===== src/rtl/regfile_pkg.sv =====
// ============================================================================
// Module  : regfile_pkg
// Purpose : Shared widths, types and constants for the RV32I register file.
// Ports   : none (package)
// Config  : REGFILE_BYPASS_EN (consumed by regfile_rdport)
// Rev     : 1.0  initial release
// ============================================================================
`default_nettype none

package regfile_pkg;

  localparam int XLEN       = 32;
  localparam int REG_ADDR_W = 5;
  localparam int NUM_REGS   = 32;

  typedef logic [XLEN-1:0]       word_t;
  typedef logic [REG_ADDR_W-1:0] reg_addr_t;

  // x0 is hard-wired to zero; every write/read path checks against this.
  localparam reg_addr_t REG_ZERO = '0;

  function automatic logic is_zero_reg(input reg_addr_t addr);
    return addr == REG_ZERO;
  endfunction

endpackage

`default_nettype wire


===== src/rtl/regfile_if.sv =====
// ============================================================================
// Module  : regfile_if
// Purpose : Bundles the register-file read/write bus between the ID/WB logic
//           (master) and the register file (slave).
// Signals : i_rs1_addr, i_rs2_addr  read indices        (master -> slave)
//           i_rd_addr, i_rd_wren,
//           i_rd_data               write port          (master -> slave)
//           o_rs1_data, o_rs2_data  read data           (slave  -> master)
// Rev     : 1.0  initial release
// ============================================================================
`default_nettype none

interface regfile_if #(
  parameter int XLEN   = 32,
  parameter int ADDR_W = 5
);

  logic [ADDR_W-1:0] i_rs1_addr;
  logic [ADDR_W-1:0] i_rs2_addr;
  logic [ADDR_W-1:0] i_rd_addr;
  logic              i_rd_wren;
  logic [XLEN-1:0]   i_rd_data;
  logic [XLEN-1:0]   o_rs1_data;
  logic [XLEN-1:0]   o_rs2_data;

  modport master (
    output i_rs1_addr, i_rs2_addr, i_rd_addr, i_rd_wren, i_rd_data,
    input  o_rs1_data, o_rs2_data
  );

  modport slave (
    input  i_rs1_addr, i_rs2_addr, i_rd_addr, i_rd_wren, i_rd_data,
    output o_rs1_data, o_rs2_data
  );

endinterface

`default_nettype wire


===== src/rtl/regfile_rdport.sv =====
// ============================================================================
// Module  : regfile_rdport
// Purpose : One combinational read port: index decode, x0 mask, reset mask
//           and optional write-through bypass.
// Ports   : i_rst_n    async active-low reset (forces data to 0 while low)
//           i_rs_addr  read index
//           i_rd_addr, i_rd_wren, i_rd_data  write port (bypass source)
//           i_regs     flattened register view, entry 0 tied to zero
//           o_rs_data  read data
// Config  : REGFILE_BYPASS_EN - same-cycle forwarding of the write data
// Rev     : 1.0  initial release
// ============================================================================
`default_nettype none

module regfile_rdport
  import regfile_pkg::*;
#(
  parameter int XLEN     = regfile_pkg::XLEN,
  parameter int NUM_REGS = regfile_pkg::NUM_REGS,
  parameter int ADDR_W   = regfile_pkg::REG_ADDR_W
) (
  input  wire logic                           i_rst_n,
  input  wire logic [ADDR_W-1:0]              i_rs_addr,
  input  wire logic [ADDR_W-1:0]              i_rd_addr,
  input  wire logic                           i_rd_wren,
  input  wire logic [XLEN-1:0]                i_rd_data,
  input  wire logic [NUM_REGS-1:0][XLEN-1:0]  i_regs,
  output logic      [XLEN-1:0]                o_rs_data
);

  logic w_rs_is_zero;
  assign w_rs_is_zero = (i_rs_addr == ADDR_W'(REG_ZERO));

`ifdef REGFILE_BYPASS_EN
  logic w_bypass_hit;
  assign w_bypass_hit = i_rd_wren
                      && (i_rd_addr != ADDR_W'(REG_ZERO))
                      && (i_rd_addr == i_rs_addr);
`else
  // Write port only feeds the bypass; keep it visibly consumed.
  logic unused_wr_port;
  assign unused_wr_port = ^{i_rd_addr, i_rd_wren, i_rd_data};
`endif

  always_comb begin
    o_rs_data = '0;
    // Outputs read zero for the whole time reset is held, even if a
    // write (and hence a bypass) is presented on the bus.
    if (i_rst_n && !w_rs_is_zero) begin
`ifdef REGFILE_BYPASS_EN
      if (w_bypass_hit) begin
        o_rs_data = i_rd_data;
      end else begin
        o_rs_data = i_regs[i_rs_addr];
      end
`else
      o_rs_data = i_regs[i_rs_addr];
`endif
    end
  end

endmodule

`default_nettype wire


===== src/rtl/regfile.sv =====
// ============================================================================
// Module  : regfile
// Purpose : RV32I integer register file, 32 x XLEN, two combinational read
//           ports and one synchronous write port. x0 reads zero and has no
//           storage.
// Ports   : i_clk    core clock, rising edge
//           i_rst_n  asynchronous active-low reset, clears x1..x31
//           bus      regfile_if.slave (rs1/rs2 read, rd write)
// Config  : REGFILE_BYPASS_EN - write-through from the write port to read
//           ports on an index match (x0 never bypassed)
// Rev     : 1.0  initial release
// ============================================================================
`default_nettype none

module regfile
  import regfile_pkg::*;
#(
  parameter int XLEN     = regfile_pkg::XLEN,
  parameter int NUM_REGS = regfile_pkg::NUM_REGS,
  parameter int ADDR_W   = regfile_pkg::REG_ADDR_W
) (
  input  wire logic  i_clk,
  input  wire logic  i_rst_n,
  regfile_if.slave   bus
);

  // Storage for x1..x(NUM_REGS-1) only.
  logic [XLEN-1:0] mem_q [1:NUM_REGS-1];
  logic [XLEN-1:0] mem_d [1:NUM_REGS-1];

  // Flattened read view with entry 0 tied off to zero.
  logic [NUM_REGS-1:0][XLEN-1:0] w_regs;

  always_comb begin
    for (int i = 1; i < NUM_REGS; i++) begin
      mem_d[i] = mem_q[i];
      if (bus.i_rd_wren && (bus.i_rd_addr == ADDR_W'(i))) begin
        mem_d[i] = bus.i_rd_data;
      end
    end
  end

  always_ff @(posedge i_clk or negedge i_rst_n) begin
    if (!i_rst_n) begin
      for (int i = 1; i < NUM_REGS; i++) begin
        mem_q[i] <= '0;
      end
    end else begin
      for (int i = 1; i < NUM_REGS; i++) begin
        mem_q[i] <= mem_d[i];
      end
    end
  end

  always_comb begin
    w_regs[0] = '0;
    for (int i = 1; i < NUM_REGS; i++) begin
      w_regs[i] = mem_q[i];
    end
  end

  regfile_rdport #(
    .XLEN     (XLEN),
    .NUM_REGS (NUM_REGS),
    .ADDR_W   (ADDR_W)
  ) u_rdport_rs1 (
    .i_rst_n   (i_rst_n),
    .i_rs_addr (bus.i_rs1_addr),
    .i_rd_addr (bus.i_rd_addr),
    .i_rd_wren (bus.i_rd_wren),
    .i_rd_data (bus.i_rd_data),
    .i_regs    (w_regs),
    .o_rs_data (bus.o_rs1_data)
  );

  regfile_rdport #(
    .XLEN     (XLEN),
    .NUM_REGS (NUM_REGS),
    .ADDR_W   (ADDR_W)
  ) u_rdport_rs2 (
    .i_rst_n   (i_rst_n),
    .i_rs_addr (bus.i_rs2_addr),
    .i_rd_addr (bus.i_rd_addr),
    .i_rd_wren (bus.i_rd_wren),
    .i_rd_data (bus.i_rd_data),
    .i_regs    (w_regs),
    .o_rs_data (bus.o_rs2_data)
  );

endmodule

`default_nettype wire


===== src/flat_wrapper.sv =====
// flat-port wrapper written by rule: the top's interface ports become plain ports
module regfile_flat import regfile_pkg::*;
#(
  parameter int XLEN     = regfile_pkg::XLEN,
  parameter int NUM_REGS = regfile_pkg::NUM_REGS,
  parameter int ADDR_W   = regfile_pkg::REG_ADDR_W
)
  (i_clk, i_rst_n, bus_i_rs1_addr, bus_i_rs2_addr, bus_i_rd_addr, bus_i_rd_wren, bus_i_rd_data, bus_o_rs1_data, bus_o_rs2_data);
  regfile_if #(.XLEN(XLEN), .ADDR_W(ADDR_W)) bus_i ();
  input  wire logic i_clk;
  input  wire logic i_rst_n;
  input wire logic [$bits(bus_i.i_rs1_addr)-1:0] bus_i_rs1_addr;
  input wire logic [$bits(bus_i.i_rs2_addr)-1:0] bus_i_rs2_addr;
  input wire logic [$bits(bus_i.i_rd_addr)-1:0] bus_i_rd_addr;
  input wire logic [$bits(bus_i.i_rd_wren)-1:0] bus_i_rd_wren;
  input wire logic [$bits(bus_i.i_rd_data)-1:0] bus_i_rd_data;
  output wire logic [$bits(bus_i.o_rs1_data)-1:0] bus_o_rs1_data;
  output wire logic [$bits(bus_i.o_rs2_data)-1:0] bus_o_rs2_data;
  assign bus_i.i_rs1_addr = bus_i_rs1_addr;
  assign bus_i.i_rs2_addr = bus_i_rs2_addr;
  assign bus_i.i_rd_addr = bus_i_rd_addr;
  assign bus_i.i_rd_wren = bus_i_rd_wren;
  assign bus_i.i_rd_data = bus_i_rd_data;
  assign bus_o_rs1_data = bus_i.o_rs1_data;
  assign bus_o_rs2_data = bus_i.o_rs2_data;
  regfile #(.XLEN(XLEN), .NUM_REGS(NUM_REGS), .ADDR_W(ADDR_W)) u_core (.i_clk(i_clk), .i_rst_n(i_rst_n), .bus(bus_i));
endmodule

===== config.mk =====
export PLATFORM = sky130hd
export DESIGN_NAME = regfile_flat
export DESIGN_NICKNAME = d
export VERILOG_FILES = /design/src/rtl/regfile_pkg.sv /design/src/rtl/regfile_if.sv /design/src/rtl/regfile_rdport.sv /design/src/rtl/regfile.sv /design/src/flat_wrapper.sv
export SDC_FILE = /design/constraint.sdc
export NUM_CORES = 2
export LEC_CHECK = 0
export BUFFER_PORTS_ARGS = -buffer_cell sky130_fd_sc_hd__buf_2
export CORE_ASPECT_RATIO = 0.7
export CORE_UTILIZATION = 49
export CTS_CLUSTER_DIAMETER = 120
export DETAILED_ROUTE_END_ITERATION = 12
export PLACE_DENSITY = 0.66
export REMOVE_ABC_BUFFERS = 1
export SLEW_MARGIN = 20
export SYNTH_ARGS = -nofsm -noshare
export SYNTH_HDL_FRONTEND = slang
export SYNTH_SLANG_ARGS = --single-unit

===== constraint.sdc =====
create_clock -name i_clk -period 1.9 [get_ports i_clk]
set_input_delay 0.095 -clock i_clk [delete_from_list [all_inputs] [get_ports i_clk]]
set_output_delay 0.095 -clock i_clk [all_outputs]
set_load 0.01 [all_outputs]

-- Word level (Yosys, flattened, before mapping)
Index checks and enable logic that the tools add are counted.
W data, S select, Z words.
- bits in registers: 992
- bits in latches: 0
- bits in writable memories: 0
- bits in read-only memories: 0
- bits of input ports: 50
- output and inout bits: 64
- word-level logic and storage cells: 107
- memories: 0
- $add $sub $neg: 0
- multipliers: 0
- div/mod/pow operators: 0
- order comparisons: 2
- eq/ne operators: 31
- shifts and indexed selects: 0
- muxes and demuxes: 6
- bitwise operators: 0
- reduce and logical (&&, ||, !) cells: 37
- operators with widths (cell ; count):
    $bmux W32 S5 ; 2
    $mux W32 ; 4
    $eq A5 B5 Y1 const B ; 16
    $eq A5 B4 Y1 const B ; 8
    $logic_and A1 B1 Y1 ; 33
    $eq A5 B3 Y1 const B ; 4
    $lt A5 B6 Y1 const B ; 2
    $eq A5 B2 Y1 const B ; 2
    $logic_not A5 Y1 ; 2
    $eq A5 B1 Y1 const B ; 1
    $logic_not A1 Y1 ; 2

-- Depth between registers and ports, before layout
- word-level depth: 4
- gate-level depth with buffers: 9
- gate-level depth less buffers: 4

-- By module
Synthesis repeated with hierarchy kept, for this count alone.
- cells, all modules: 3884
- area, all modules: 54496.0 sq um
- by module, submodules not included (module ; instances ; cells each ; area an instance (sq um) ; sequential area each (sq um)):
    regfile ; 1 ; 2224 ; 37094.3 ; 24823.8
    regfile_rdport ; 2 ; 830 ; 8700.8 ; 0.0

-- Least setup slack after synthesis
OpenSTA, ideal clock, no wires.
- kind: input to output
- start point: input bus_i_rs2_addr[0]
- end point: output bus_o_rs2_data[17]
- data arrival time: 1.631 ns
- required time: 1.805 ns
- setup slack: 0.174 ns
- stages: 8
- buffers on the path: 4
- cells stage by stage: buf_6 buf_6 buf_6 nor2b_1 clkbuf_1 a22oi_1 a21oi_1 a2111oi_1
- longest elaborated chain between the ends: 4
- RTL lines (item ; line ; RTL):
    start, declared ; flat_wrapper.sv:13 ; input wire logic [$bits(bus_i.i_rs2_addr)-1:0] bus_i_rs2_addr;
    parallel branches: the longest is 3 deep, another holds $bmux W32 S5 ; - ;
    $mux W32 * ; regfile_rdport.sv:49 ; if (i_rst_n && !w_rs_is_zero) begin
    end, declared ; flat_wrapper.sv:18 ; output wire logic [$bits(bus_i.o_rs2_data)-1:0] bus_o_rs2_data;
Every way passes the cells marked *. The select of a mux whose other input is x is not followed.

-- Worst setup path in the final report
- start point: register u_core.mem_q[52] (netlist name)
- end point: output bus_o_rs1_data[20]
- longest elaborated chain between the ends: 3
- RTL lines (item ; line ; RTL):
    start, declared ; regfile.sv:28 ; logic [XLEN-1:0] mem_q [1:NUM_REGS-1];
    start signal, assigned by index ; regfile.sv:50 ; mem_q[i] <= mem_d[i];
    $bmux W32 S5 ; regfile_rdport.sv:57 ; o_rs_data = i_regs[i_rs_addr];
    $mux W32 (implied by the code) ; regfile_rdport.sv:57 ;
    $mux W32 ; regfile_rdport.sv:49 ;
    end, declared ; flat_wrapper.sv:17 ; output wire logic [$bits(bus_i.o_rs1_data)-1:0] bus_o_rs1_data;
Every way passes these cells. The select of a mux whose other input is x is not followed.

==> metrics.md <==
| Metric | Value |
|---|---|
| Total number of yosys warnings | `0` |
| FILL cells | `8399` |
| Post-Syn Area per Cell | `14.36 sq um` |
| Largest regs | `u_core.mem_q x992` |
| Worst-path maximum fanout | `2` |
| Signal arrival time at the worst endpoint | `2490 ps` |
| Final net count | `4108` |
| Net switching fraction of the power | `28.18%` |
| Clock buffers created by TritonCTS | `100` |
| Max rail drop VDD | `1.160 mV` |
| Clk_skew | `0 ps` |
| Setup repair after global routing missed its margin | `true` |
| Final hold violation count | `0` |
| Status | `complete, but fails checks` |
| R2R Path End | `u_core.mem_q[50]$_DFFE_PN0P_` |
| DR WL/cell | `31.97 um` |
| Initial antenna violation count | `4` |
| # port buffers | `113` |
| IO Pins | `114` |
| Overflow left after global routing | `0` |
| Number of global-route vias before repair | `37.44k` |
| Most used cells in the layout excluding fill and tap cells | `sky130_fd_sc_hd__mux2_2 (1058), sky130_fd_sc_hd__dfrtp_1 (992), sky130_fd_sc_hd__buf_4 (351), sky130_fd_sc_hd__mux2i_1 (318), sky130_fd_sc_hd__mux4_2 (307)` |
| Final Critical Period | `2587 ps` |
| Cells after Synth | `3745` |
| Routed via count divided by cell count | `6.700` |
| Asr flop ratio synth | `100.0%` |
| Fmax | `386.5 MHz` |
| Switching power | `18070 uW` |
| Critical path buffers and inverters | `2` |
| Number of enable-type register cells in the synthesized netlist | `0` |
| Post-synthesis sequential area ratio | `46.17%` |
| Total power density per cell area | `995.5 nW/um^2` |
| Violated checks | `negative setup slack` |
| Post-DRT Antenna Nets | `0` |
| Class of the most critical setup path | `reg2out` |
| Clock slew at reported path FFs | `60 ps` |
| Min-Delay Path Class | `in2reg` |
| Top FF cell, synth | `sky130_fd_sc_hd__dfrtp_1` |
| Proportion of power drawn by the clock network | `32.5%` |
| Flip-flop count of the largest register after layout | `992` |
| Die Height | `279.1 um` |
| List of cells traversed by the critical path | `buf_4 -> mux4_2 -> a22o_1 -> a211oi_2 -> nor4b_4 -> buf_2` |
| Timing startpoint of the critical path | `u_core.mem_q[52]$_DFFE_PN0P_` |
| DRC viols | `0` |
| First-pass GRT wire length | `263.2 mm` |
| Launch instance of the worst register-to-register path | `u_core.mem_q[50]$_DFFE_PN0P_` |
| Family with the most delay on the worst path | `compound AO/OA/AOI/OAI gates` |
| Sink count of the clock tree | `992` |
| Synth unique cells | `54` |
| Synthesis-to-finish area growth | `19.82%` |
| Starting Density | `49.53%` |
| Fraction of power consumed by combinational cells | `23.1%` |
| Largest net degree at the start of global routing | `119` |
| Reg with most FFs | `u_core.mem_q` |
| Core area | `108600 sq um` |
| Maximum clock insertion buffer count | `3` |
| Most common cell after layout, fill and taps aside | `sky130_fd_sc_hd__mux2_2` |
| Setup slack after layout | `-687.3 ps` |
| Share of layout cells above drive strength 1 | `56.41%` |
| Number of detailed-routing iterations run before antenna repair | `6` |
| Max capacitance violation total | `0` |
| Total Routing Usage GR | `32.38%` |
| Total setup violations reported at the end of the flow | `64` |
| Worst-path cell with the longest stage delay | `sky130_fd_sc_hd__mux4_2` |
| Leak | `0.02837 uW` |
| Via total after detailed routing | `37.40k` |
| Total power of the final layout | `64130 uW` |
| Worst setup slack before clock tree synthesis | `-453.1 ps` |
| Share of power burned in registers | `44.4%` |
| Dpl hpwl | `109.6 mm` |
| Synthesized flop and latch total | `992` |
| Number of pins exceeding their max-slew limit in the final report | `0` |
| Max_slew headroom | `21.51%` |
| Clk root buf | `sky130_fd_sc_hd__clkbuf_16` |
| Worst Reg-to-Reg Cells | `3` |
| Overall routed net length | `178.5 mm` |
| Area of the mapped netlist | `53760 sq um` |
| Clock Latency Late Sink | `720 ps` |
| Final critical-path share of the clock period | `136.2%` |
| Max incr delay on CP | `470 ps` |
| H-tree depth | `3` |
| Die X | `397.9 um` |
| Number of DRC violations after detailed-routing iteration 0 | `4109` |
| Total stage count of the critical path | `6` |
| Crit path capture | `bus_o_rs1_data[20]` |
| Endpoint required time on the critical path | `1800 ps` |
| Transition at the pin with the smallest max-transition slack | `1177 ps` |
| CP Launch Type | `flop` |
| Cell-internal power | `46060 uW` |
| Slack of the worst reg-to-reg path | `870 ps` |
| Routability-driven placement congestion ratio | `0.8740` |
| TritonCTS clock tree | `done` |
| Overall die area | `111100 sq um` |
| Number of core rows | `101` |
| Crit. End Element | `primary output` |
-- Yosys cell counts, drive strengths merged (30+ instances only) --
master	count	area share [%]
mux2i	322	6.0
nand2b	45	0.52
buf	238	2.8
a21oi	47	0.44
o21ai	34	0.32
nor3	38	0.35
o22ai	64	0.74
a221o	32	0.60
a22o	32	0.52
clkbuf	169	1.2
mux2	1095	23
dfrtp	992	46
nand2	30	0.21
a22oi	67	0.94
mux4	307	13
-- repair_timing --
item | CTS | global route
buffers inserted | 81 | 12
endpoints found under the setup margin | 64 | 104
pin swaps | 108 | 22
gates resized for setup | 183 | 25
hold buffers | 29 | 0
endpoints found under the hold margin | 1069 | 0
-- worst min-delay path by stage --
stage	start	end	slack [ps]	cells after the start
final	bus_i_rd_data[27]	u_core.mem_q[955]$_DFFE_PN0P_	30	2
after global routing	bus_i_rd_data[27]	u_core.mem_q[827]$_DFFE_PN0P_	30	2
after CTS	bus_i_rd_data[9]	u_core.mem_q[873]$_DFFE_PN0P_	0.4	2
after detailed placement	i_rst_n	u_core.mem_q[112]$_DFFE_PN0P_	-50	1
after global placement	i_rst_n	u_core.mem_q[112]$_DFFE_PN0P_	-50	1
after floorplan	i_rst_n	u_core.mem_q[0]$_DFFE_PN0P_	-200	0
-- power by group through the flow --
stage / registers [uW] / clock network [uW] / logic (uW)
after floorplan: 27500 / 0 / 8830
after global placement: 28500 / 0 / 13000
after detailed placement: 28700 / 0 / 13300
after CTS: 28200 / 21100 / 14500
after global routing: 28900 / 22100 / 15700
final: 28400 / 20900 / 14800
-- worst register-to-register path: stages, from the launching register on --
cell,delay [ps]
sky130_fd_sc_hd__dfrtp_1,400
sky130_fd_sc_hd__buf_4,140
sky130_fd_sc_hd__buf_4,120
sky130_fd_sc_hd__mux2_2,260
-- layout make-up --
type                       count  area (sq um)  share of cell area [%]
inverter                       2         8.758                 0.01360
tap                         1442          1804                   2.801
clock inverter                41         508.0                  0.7886
antenna                        1         2.502                0.003885
multi-input combinational   2344         28230                   43.82
timing repair buffer         618          6138                   9.529
clock buffer                 142          2903                   4.506
sequential                   992         24820                   38.54
-- per-stage QoR --
step	util (%)	hold WS [ps]	cells	setup TNS, ps	cell area [sq um]
after global routing	59.34	29.07	5581	-36700	64410
after CTS	59.09	0.4206	5570	-38030	64140
after detailed placement	54.32	-51.20	5305	-16530	58970
after floorplan	-	-200.6	3338	-265980	51620
after global placement	54.32	-47.80	5305	-16510	58970
final	59.34	34.36	5582	-32200	64420
-- metal layers --
metal	vias to the layer above	GRT usage, %	share of wire (%)
met3	370	7.604	9.7
met5	-	0	0.0073
met2	1966	48.54	45
met1	19910	46.62	42
li1	15150	-	-
met4	2	9.892	3.5
-- cells by family after synthesis --
logic type,share of synthesized area [%]
muxes,41.79
AOI/OAI and AO/OA,5.683
DFF,46.17
and+or+nand+nor,2.362
buffers and inverters,3.989
(Power assumes the default switching activity.)
